File: src/rtl/clint_timer_pkg.sv
// Shared widths, default register addresses and the address-decode record
// used by the CLINT machine timer.
package clint_timer_pkg;

   localparam int BUS_64 = 64;
   localparam int BUS_8  = 8;

   localparam logic [BUS_64-1:0] CLINT_MTIME_ADDR    = 64'h0000_0000_0200_BFF8;
   localparam logic [BUS_64-1:0] CLINT_MTIMECMP_ADDR = 64'h0000_0000_0200_4000;

   typedef logic [BUS_64-1:0] word_t;
   typedef logic [BUS_8-1:0]  mask_t;

   typedef struct packed {
      logic hit_time;
      logic hit_cmp;
      logic err;
   } decode_t;

endpackage

File: src/rtl/clint_timer_if.sv
// Single-beat MMIO request/response channel between the LSU and the timer.
interface clint_timer_if;
   import clint_timer_pkg::*;

   logic  req_valid;
   logic  req_ready;
   word_t req_addr;
   logic  req_wen;
   word_t req_wdata;
   mask_t req_wmask;
   logic  resp_valid;
   logic  resp_ready;
   word_t resp_rdata;
   logic  resp_err;

   modport master (
      output req_valid, req_addr, req_wen, req_wdata, req_wmask, resp_ready,
      input  req_ready, resp_valid, resp_rdata, resp_err
   );

   modport slave (
      input  req_valid, req_addr, req_wen, req_wdata, req_wmask, resp_ready,
      output req_ready, resp_valid, resp_rdata, resp_err
   );

endinterface

File: src/rtl/clint_prescaler.sv
// Free-running divider: pulses tick once every TICK_DIV clock cycles.
module clint_prescaler #(
   parameter int TICK_DIV = 4
) (
   input  logic clk,
   input  logic rst,
   output logic tick
);

   localparam int CNT_W = (TICK_DIV > 1) ? $clog2(TICK_DIV) : 1;
   localparam logic [CNT_W-1:0] LAST = CNT_W'(TICK_DIV - 1);

   if (TICK_DIV < 1 || TICK_DIV > 256) begin : g_bad_div
      $error("clint_prescaler: TICK_DIV must be in 1..256");
   end

   logic [CNT_W-1:0] div_cnt;

   assign tick = (div_cnt == LAST);

   always_ff @(posedge clk or negedge rst) begin
      if (!rst) begin
         div_cnt <= '0;
      end else if (tick) begin
         div_cnt <= '0;
      end else begin
         div_cnt <= div_cnt + 1'b1;
      end
   end

endmodule

File: src/rtl/clint_timer.sv
// CLINT machine timer: mtime/mtimecmp registers behind a single-beat MMIO
// responder, with the registered machine timer interrupt pending bit.
module clint_timer
   import clint_timer_pkg::*;
#(
   parameter int          TICK_DIV      = 4,
   parameter logic [63:0] BASE_MTIMECMP = CLINT_MTIMECMP_ADDR,
   parameter logic [63:0] BASE_MTIME    = CLINT_MTIME_ADDR
) (
   input  logic         clk,
   input  logic         rst,
   clint_timer_if.slave bus,
   output logic         mtip
);

   localparam logic [0:0] ST_IDLE = 1'b0;
   localparam logic [0:0] ST_RESP = 1'b1;

   logic [0:0] state;
   logic       tick;
   logic       accept;
   logic       wr_time;
   logic       wr_cmp;
   decode_t    dec;
   word_t      mtime;
   word_t      mtimecmp;
   word_t      mtime_next;
   word_t      mtimecmp_next;
   word_t      rd_val;

   function automatic word_t merge_bytes(input word_t old_val, input word_t new_val,
                                         input mask_t mask);
      word_t res;
      for (int i = 0; i < BUS_8; i++) begin
         res[8*i +: 8] = mask[i] ? new_val[8*i +: 8] : old_val[8*i +: 8];
      end
      return res;
   endfunction

   clint_prescaler #(
      .TICK_DIV (TICK_DIV)
   ) u_prescaler (
      .clk  (clk),
      .rst  (rst),
      .tick (tick)
   );

   always_comb begin
      dec          = '0;
      dec.hit_time = (bus.req_addr == BASE_MTIME);
      dec.hit_cmp  = (bus.req_addr == BASE_MTIMECMP);
      dec.err      = (bus.req_addr[2:0] != 3'b000) || !(dec.hit_time || dec.hit_cmp);
   end

   assign accept = (state == ST_IDLE) && bus.req_valid;

   // An all-zero mask is a pure no-op, so it must not suppress the tick either.
   assign wr_time = accept && bus.req_wen && !dec.err && dec.hit_time && (bus.req_wmask != '0);
   assign wr_cmp  = accept && bus.req_wen && !dec.err && dec.hit_cmp  && (bus.req_wmask != '0);

   // Software write to mtime overrides the tick; unmasked bytes keep the pre-tick value.
   always_comb begin
      mtime_next = mtime;
      if (wr_time) begin
         mtime_next = merge_bytes(mtime, bus.req_wdata, bus.req_wmask);
      end else if (tick) begin
         mtime_next = mtime + 64'd1;
      end
   end

   always_comb begin
      mtimecmp_next = mtimecmp;
      if (wr_cmp) begin
         mtimecmp_next = merge_bytes(mtimecmp, bus.req_wdata, bus.req_wmask);
      end
   end

   // Reads return the value held before this cycle's tick or write.
   always_comb begin
      rd_val = '0;
      if (!bus.req_wen && !dec.err) begin
         rd_val = dec.hit_time ? mtime : mtimecmp;
      end
   end

   assign bus.req_ready = (state == ST_IDLE);

   always_ff @(posedge clk or negedge rst) begin
      if (!rst) begin
         mtime    <= '0;
         mtimecmp <= '1;
         mtip     <= 1'b0;
      end else begin
         mtime    <= mtime_next;
         mtimecmp <= mtimecmp_next;
         mtip     <= (mtime_next >= mtimecmp_next);
      end
   end

   always_ff @(posedge clk or negedge rst) begin
      if (!rst) begin
         state          <= ST_IDLE;
         bus.resp_valid <= 1'b0;
         bus.resp_rdata <= '0;
         bus.resp_err   <= 1'b0;
      end else begin
         case (state)
            ST_IDLE: begin
               if (bus.req_valid) begin
                  state          <= ST_RESP;
                  bus.resp_valid <= 1'b1;
                  bus.resp_rdata <= rd_val;
                  bus.resp_err   <= dec.err;
               end
            end
            ST_RESP: begin
               if (bus.resp_ready) begin
                  state          <= ST_IDLE;
                  bus.resp_valid <= 1'b0;
               end
            end
            default: begin
               state          <= ST_IDLE;
               bus.resp_valid <= 1'b0;
            end
         endcase
      end
   end

endmodule
File: src/flat_wrapper.sv
// flat-port wrapper written by rule: the top's interface ports become plain ports
module clint_timer_flat import clint_timer_pkg::*;
#(
   parameter int          TICK_DIV      = 4,
   parameter logic [63:0] BASE_MTIMECMP = CLINT_MTIMECMP_ADDR,
   parameter logic [63:0] BASE_MTIME    = CLINT_MTIME_ADDR
)
  (clk, rst, mtip, bus_req_valid, bus_req_addr, bus_req_wen, bus_req_wdata, bus_req_wmask, bus_resp_ready, bus_req_ready, bus_resp_valid, bus_resp_rdata, bus_resp_err);
  clint_timer_if bus_i ();
  input  logic clk;
  input  logic rst;
  output logic mtip;
  input wire logic [$bits(bus_i.req_valid)-1:0] bus_req_valid;
  input wire logic [$bits(bus_i.req_addr)-1:0] bus_req_addr;
  input wire logic [$bits(bus_i.req_wen)-1:0] bus_req_wen;
  input wire logic [$bits(bus_i.req_wdata)-1:0] bus_req_wdata;
  input wire logic [$bits(bus_i.req_wmask)-1:0] bus_req_wmask;
  input wire logic [$bits(bus_i.resp_ready)-1:0] bus_resp_ready;
  output wire logic [$bits(bus_i.req_ready)-1:0] bus_req_ready;
  output wire logic [$bits(bus_i.resp_valid)-1:0] bus_resp_valid;
  output wire logic [$bits(bus_i.resp_rdata)-1:0] bus_resp_rdata;
  output wire logic [$bits(bus_i.resp_err)-1:0] bus_resp_err;
  assign bus_i.req_valid = bus_req_valid;
  assign bus_i.req_addr = bus_req_addr;
  assign bus_i.req_wen = bus_req_wen;
  assign bus_i.req_wdata = bus_req_wdata;
  assign bus_i.req_wmask = bus_req_wmask;
  assign bus_i.resp_ready = bus_resp_ready;
  assign bus_req_ready = bus_i.req_ready;
  assign bus_resp_valid = bus_i.resp_valid;
  assign bus_resp_rdata = bus_i.resp_rdata;
  assign bus_resp_err = bus_i.resp_err;
  clint_timer #(.TICK_DIV(TICK_DIV), .BASE_MTIMECMP(BASE_MTIMECMP), .BASE_MTIME(BASE_MTIME)) u_core (.clk(clk), .rst(rst), .bus(bus_i), .mtip(mtip));
endmodule
File: config.mk
export PLATFORM = sky130hd
export DESIGN_NAME = clint_timer_flat
export DESIGN_NICKNAME = d
export VERILOG_FILES = /design/src/rtl/clint_timer_pkg.sv /design/src/rtl/clint_timer_if.sv /design/src/rtl/clint_prescaler.sv /design/src/rtl/clint_timer.sv /design/src/flat_wrapper.sv
export SDC_FILE = /design/constraint.sdc
export NUM_CORES = 1
export LEC_CHECK = 0
export ABC_CLOCK_PERIOD_IN_PS = 10550
export CORE_MARGIN = 8
export CORE_UTILIZATION = 58
export DETAILED_ROUTE_END_ITERATION = 8
export PLACE_DENSITY = 0.84
export SYNTH_ARGS = -nofsm -noshare
export SYNTH_HDL_FRONTEND = slang
export SYNTH_HIERARCHICAL = 1
export SYNTH_SLANG_ARGS = --single-unit
File: constraint.sdc
create_clock -name clk -period 10.55 [get_ports clk]
set_clock_uncertainty 0.2 [all_clocks]
set_input_delay 2.11 -clock clk [delete_from_list [all_inputs] [get_ports clk]]
set_output_delay 2.11 -clock clk [all_outputs]
set_load 0.03 [all_outputs]
Word-level counts from Yosys, hierarchy flattened
Index checks and enable logic that the tools add are counted.
{ "word_totals": {"output_inout_bits": 68, "word_cells": 62, "regBits": 198} }
{ "op_classes": {"muxes": 28, "n_lt_le_gt_ge": 1, "reduce_logical": 17, "bitwise_logic": 1, "n_eq_ne": 5, "n_addsub": 2} }
{ "op_table": {"columns": ["op", "n"], "rows": [
  ["two-way mux 64 bit", 5],
  ["equality test 64 x 26 -> 1 bit (second input constant)", 2],
  ["two-way mux 8 bit", 16],
  ["adder 64 x 1 -> 64 bit (second input constant)", 1],
  ["greater-or-equal comparator 64 bit", 1],
  ["logical AND 1 bit", 8],
  ["nonzero test 8 bit", 1],
  ["two-way mux 1 bit", 4],
  ["inequality test 2 bit (second input constant)", 2],
  ["one-hot mux 1 bit (2 select lines)", 2],
  ["AND reduction 2 bit", 2],
  ["zero test 1 bit", 3],
  ["nonzero test 3 bit", 1],
  ["adder 2 x 1 -> 2 bit (second input constant)", 1],
  ["equality test 2 bit (second input constant)", 1],
  ["logical OR 1 bit", 2],
  ["two-way mux 2 bit", 1],
  ["inverter 1 bit", 1]
]} }

Logic depth before layout (Yosys ltp)
{ "depth": {"ltp_word": 10, "ltp_mapped": 16, "depth_no_buf": 14} }

By module
Netlist, hierarchy kept.
{ "by_module_without_submodules": {"columns": ["module", "area_each_um2", "cells_each", "instances"], "rows": [
  ["clint_timer", 12114.1, 1276, 1],
  ["clint_prescaler", 66.3, 4, 1]
]} }

Worst setup path before layout
Ideal clock, no wire load.
{ "synth_path": {"kind": "input to register", "from": "input bus_req_addr[3]", "to": "register u_core.mtip", "n_path_buf": 2, "cell_stages": 14, "path_slack_ps": 4673, "setup_ps": 132, "arrival_ps": 5544, "required_ps": 10218, "cell_sequence": "or4_1 nor4_1 and3_1 clkbuf_1 nand2_1 buf_2 mux2_2 ha_1 nand2b_1 a2111o_1 a2111oi_0 o211ai_1 a221oi_1 o21ai_0"} }
{ "synth_via": {"elab_chain_cells": 10, "elab_cells_between_ends": 14, "cone_classes": "order compare (1); eq/ne (2); mux (2); reduce/logical (9)"} }
{ "synth_rtl": {"columns": ["item", "line", "source"], "rows": [
  ["start, declared", "flat_wrapper.sv:14", "input wire logic [$bits(bus_i.req_addr)-1:0] bus_req_addr;"],
  ["equality test 64 x 26 -> 1 bit (on tied branches)", "clint_timer.sv:50, clint_timer.sv:51", null],
  ["logical OR 1 bit", "clint_timer.sv:52", "dec.err = (bus.req_addr[2:0] != 3'b000) || !(dec.hit_time || dec.hit_cmp);"],
  ["zero test 1 bit", "clint_timer.sv:52", null],
  ["logical OR 1 bit", "clint_timer.sv:52", null],
  ["zero test 1 bit", "clint_timer.sv:59", "assign wr_cmp = accept && bus.req_wen && !dec.err && dec.hit_cmp && (bus.req_wmask != '0);"],
  ["logical AND 1 bit", "clint_timer.sv:59", null],
  ["logical AND 1 bit * (2 in series)", "clint_timer.sv:59", null],
  ["two-way mux 64 bit *", "clint_timer.sv:73", "if (wr_cmp) begin"],
  ["via u_core.mtimecmp_next[0]", "clint_timer.sv:28", "word_t mtimecmp_next;"],
  ["greater-or-equal comparator 64 bit *", "clint_timer.sv:96", "mtip <= (mtime_next >= mtimecmp_next);"],
  ["end signal, assigned", "clint_timer.sv:96", null],
  ["end, declared", "clint_timer.sv:13", "output logic mtip"]
]} }
The timed path passes the listed nets; every way through them passes the cells marked *.
A chain may end at the register's enable or synchronous reset.

Worst setup path in the final report
{ "layout_path": {"from": "input bus_req_addr[34]", "to": "register u_core.mtip"} }
{ "layout_via": {"elab_chain_cells": 10, "elab_cells_between_ends": 14, "cone_classes": "order compare (1); eq/ne (2); mux (2); reduce/logical (9)"} }
{ "layout_rtl": {"columns": ["item", "line"], "rows": [
  ["equality test 64 x 26 -> 1 bit (on tied branches)", "clint_timer.sv:50, clint_timer.sv:51"],
  ["logical OR 1 bit", "clint_timer.sv:52"],
  ["zero test 1 bit", "clint_timer.sv:52"],
  ["logical OR 1 bit", "clint_timer.sv:52"],
  ["zero test 1 bit", "clint_timer.sv:58, clint_timer.sv:59"],
  ["logical AND 1 bit", "clint_timer.sv:58, clint_timer.sv:59"],
  ["logical AND 1 bit (on tied branches) (2 in series)", "clint_timer.sv:58, clint_timer.sv:59"],
  ["two-way mux 64 bit (on tied branches)", "clint_timer.sv:64, clint_timer.sv:73"],
  ["greater-or-equal comparator 64 bit *", "clint_timer.sv:96"]
]} }
Every way passes the cells marked *; elsewhere a longest branch is shown, timed or not.

==> impl.org <==
** Run status
- Status :: finished, final reports clean

** Routing
- In the routed layout, each cell is associated on average with a via count of 6.61.
- Once detail routing completed, the nets flagged for antenna violations numbered 0.
- Detailed routing placed a total of 3.66 mm of wire on met3.
- The detailed router put a total of 15.0 mm of wire on met1.
- First-pass iteration count of the detailed router :: 6
- The highest metal layer carrying signal wires in the routed design is met5.
- For this run, design rule violations remaining after detail routing come to 0.
- Detailed routing inserted a total of 11500 vias.
- After detailed routing, the average wire length per cell comes to 21.9 um.
- Wire segments on met2 add up to 18.1 mm in the final route.
- After the first detailed-routing iteration, the DRC count stood at 1368.
- Final Routed Wirelength :: 38.2 mm

** CTS
- The H-tree generated during clock tree synthesis spans 4 levels.
- Clock-pin slew on the worst setup and hold paths :: 0.08 ns
- CTS max path bufs :: 2
- Hold repair after CTS inserted 0 buffers.
- CTS tree :: done
- Once the clock tree was built, the resizer swapped 0 gates to a different size.
- The later pin in the worst-skew pair is clocked with a latency of 0.44 ns.
- In this run, CTS created clock tree buffers numbering 17.
- Root buffer cell :: clkbuf_16
- Number of setup buffers added after CTS :: 0
- TritonCTS Sinks :: 198

** Die
- Placeable core region :: 0.0208 sq mm
- Y dimension of the die :: 161 um
- Placement Rows :: 53
- 209 I/O pins were placed.
- X dimension of the die :: 161 um
- DIE AREA :: 0.0259 sq mm
- Once the floorplan was initialized, standard cells occupied 58.5% of the core.

** Finish
- In the final layout, the share of cells above drive strength 1 is 13.8%.
- From synthesis to final layout, the design area changed by 23.6%.
- Commonest cells after routing, fill and taps aside :: clkdlybuf4s50_1, dfrtp_1, nand2_1
- Summing all multi-input logic gate instances after layout gives 0.00674 sq mm.
- Final net count :: 1666
- The library cell used most frequently in the layout, excluding fill and tap cells, is clkdlybuf4s50_1.
- 0 antenna diodes ended up in the layout.
- Fill cells :: 1571
- Register area :: 0.00503 sq mm

** Global routing
- First-pass GRT wire length :: 61.8 mm
- Global route overflow :: 0
- The number of antenna violations at the first check in global routing was 1.
- Entering global routing, the biggest net connects 92 pins.
- Number of global-route vias before repair :: 11900
- Total routing usage reported by global routing :: 29.2%

** Critical path
- The slowest stage of the critical path belongs to the cell nor3_4.
- In this run the worst setup path begins at bus_req_addr[34].
- Critical path cell sequence :: clkdlybuf4s50_1, nor4_1, nand4_1, or4_1, buf_4, nor3_4, buf_4, o21ai_0, a221oi_1, ha_1, nand2b_1, a2111o_1, a2111oi_0, o211ai_1, a221oi_1, o21ai_0
- The worst setup path is launched from a primary input.
- The worst setup path is captured at a flop.
- Critical path start-end classification :: in -> reg
- For this run, the slowest stage of the critical path takes 0.80 ns.
- STA puts the critical path data arrival time at 7.83 ns.
- Of all nets on the critical path, the largest fanout is 49.
- Reg2reg start :: u_core/state
- Data required, critical path :: 10.64 ns

** STA
- The hold violation count in the final report was 0.
- Highest clock rate :: 0.129 GHz
- Total negative slack :: 0 ns
- The max-slew violation count is 0.
- The worst path needs 7.74 ns of the cycle, external delays included.
- Across all setup checks in the final design, the least slack found is 2.81 ns.
- Setup repair after global routing left no endpoint under its margin.
- Part of the cycle the worst path needs :: 73.4%
- At the pin with the least slew margin, the transition time is 1.10 ns.
- The worst pin sits at a relative slew slack of 26.3%.
- Final-report setup violation count :: 0

** Placement
- At the end of routability-driven placement, the weighted congestion stood at 0.999.
- Summed over all nets, the half-perimeter wirelength after detailed placement is 28.0 mm.
- At the placement stage, the worst setup path has a slack of 2.44 ns.
- Buffers placed on the I/O ports in this run total 208.

** Logic synthesis
- After synthesis, flip-flops and latches occupy 41.3% of the total area.
- Counting flops and latches in the post-synthesis netlist gives 198.
- Average footprint of a synthesized cell :: 9.52 sq um
- Post-synthesis cell count :: 1280
- Number of enable flip-flop cells after synthesis :: 0
- Share of flip-flops with an asynchronous set or reset :: 100%
- Synth Net Count :: 1487
- In the synthesized netlist the dominant register cell turns out to be dfrtp_1.
- In this run, distinct cell masters in the synthesized netlist total 65.
- For this run, the number of Yosys warnings is 6.
- Cell area after synthesis :: 0.0122 sq mm

** Power
- PnR Total Power :: 0.00151 W
- Dividing total power by cell area gives a power density of 100 mW/mm^2.
- The analysis attributes to cell leakage a power of 6.40 nW.
- Maximum vdd ir drop :: 0.000101 V

** Worst hold path
- In this run the worst hold path is classified as reg -> reg.
- The worst hold path begins at u_core/u_prescaler/div_cnt[0].

** Job
- The tool flagged a number of max-cap violations equal to 0.
## area by class of cell
type,count,share of cell area [%]
flip-flops and latches,198,33.5
multi-input cells,973,44.8
repair buffers,223,14.6
clock buffers,18,2.92
clock inverters,14,0.806
well taps,275,2.29
inverters,46,1.15
## state kept, by name (all words and copies together) (netlist names)
signal	count
u_core/bus.resp_rdata	64
u_core/mtime	64
u_core/mtimecmp	64
u_core/u_prescaler/div_cnt	2
u_core/bus.resp_err	1
u_core/bus.resp_valid	1
u_core/mtip	1
u_core/state	1
## kinds of logic after synthesis
logic type / Yosys count / share of synthesized area [%]
fa+ha+maj: 66 / 6.78
flops: 198 / 41.3
simple gates: 428 / 18.1
buf+inv: 109 / 3.52
compound gates: 320 / 16.6
mux: 158 / 13.6
xor+xnor: 1 / 0.0719
## synthesized netlist by cell type (8+ instances only)
cell | instances | area, sq um
o21ai_0 | 110 | 551
and4_1 | 13 | 114
inv_1 | 46 | 173
o21a_1 | 8 | 60.1
nor3_1 | 56 | 280
a211o_1 | 9 | 78.8
o22ai_1 | 13 | 81.3
a21o_1 | 15 | 113
buf_2 | 15 | 75.1
nor4_1 | 43 | 269
and2_1 | 9 | 56.3
nand3_1 | 44 | 220
a21oi_1 | 85 | 425
nand2_1 | 131 | 492
dfstp_2 | 64 | 1680
dfrtp_1 | 134 | 3350
mux2_2 | 64 | 721
and3_1 | 17 | 106
a211oi_1 | 12 | 90.1
nor2_1 | 43 | 161
ha_1 | 66 | 826
nand4_1 | 44 | 275
clkbuf_1 | 44 | 165
mux2i_1 | 94 | 941
## per-stage QoR
| stage | cells | cell area (sq um) | utilization (%) | hold WS (ns) |
|---|---|---|---|---|
| final | 1747 | 15100 | 72.3 | 0.229 |
| after global routing | 1747 | 15100 | 72.3 | 0.251 |
| after CTS | 1747 | 15100 | 72.3 | 0.230 |
| after detailed placement | 1715 | 14500 | 69.6 | 0.219 |
| after global placement | 1715 | 14500 | 69.6 | 0.217 |
| after floorplan | 1280 | 12200 | - | 0.203 |
## final timing paths
path,endpoint,slack [ns],cells after the start
worst max-delay path,u_core/mtip,2.81,16
worst min-delay path,u_core/u_prescaler/div_cnt[0],0.23,1
worst max register to register,u_core/mtip,4.84,13
worst min register to register,u_core/u_prescaler/div_cnt[0],0.23,1
max in group asynchronous,u_core/mtime[31],7.37,2
min in group asynchronous,u_core/bus.resp_rdata[46],1.54,1
## power breakdown
group	leakage [nW]	switching, W	internal (W)	total [W]
logic	3.78	0.0000569	0.0000544	0.000111
clock network	0.270	0.000321	0.000316	0.000636
registers	2.35	0.00000164	0.000762	0.000763
## metal layers
| layer | up-vias | GRT usage [%] |
|---|---|---|
| met2 | 692 | 48.0 |
| li1 | 5199 | - |
| met4 | 2 | 11.7 |
| met5 | - | 0 |
| met3 | 146 | 7.06 |
| met1 | 5502 | 36.3 |
## worst max-delay path: cells and delay by family
family	cells	cell delay, ns
AO/OA/AOI/OAI	7	2.04
buffers and inverters	3	1.31
adder cells (fa/ha/maj)	1	0.27
AND/OR/NAND/NOR	5	2.07
Power figures use the tool's default switching activity.
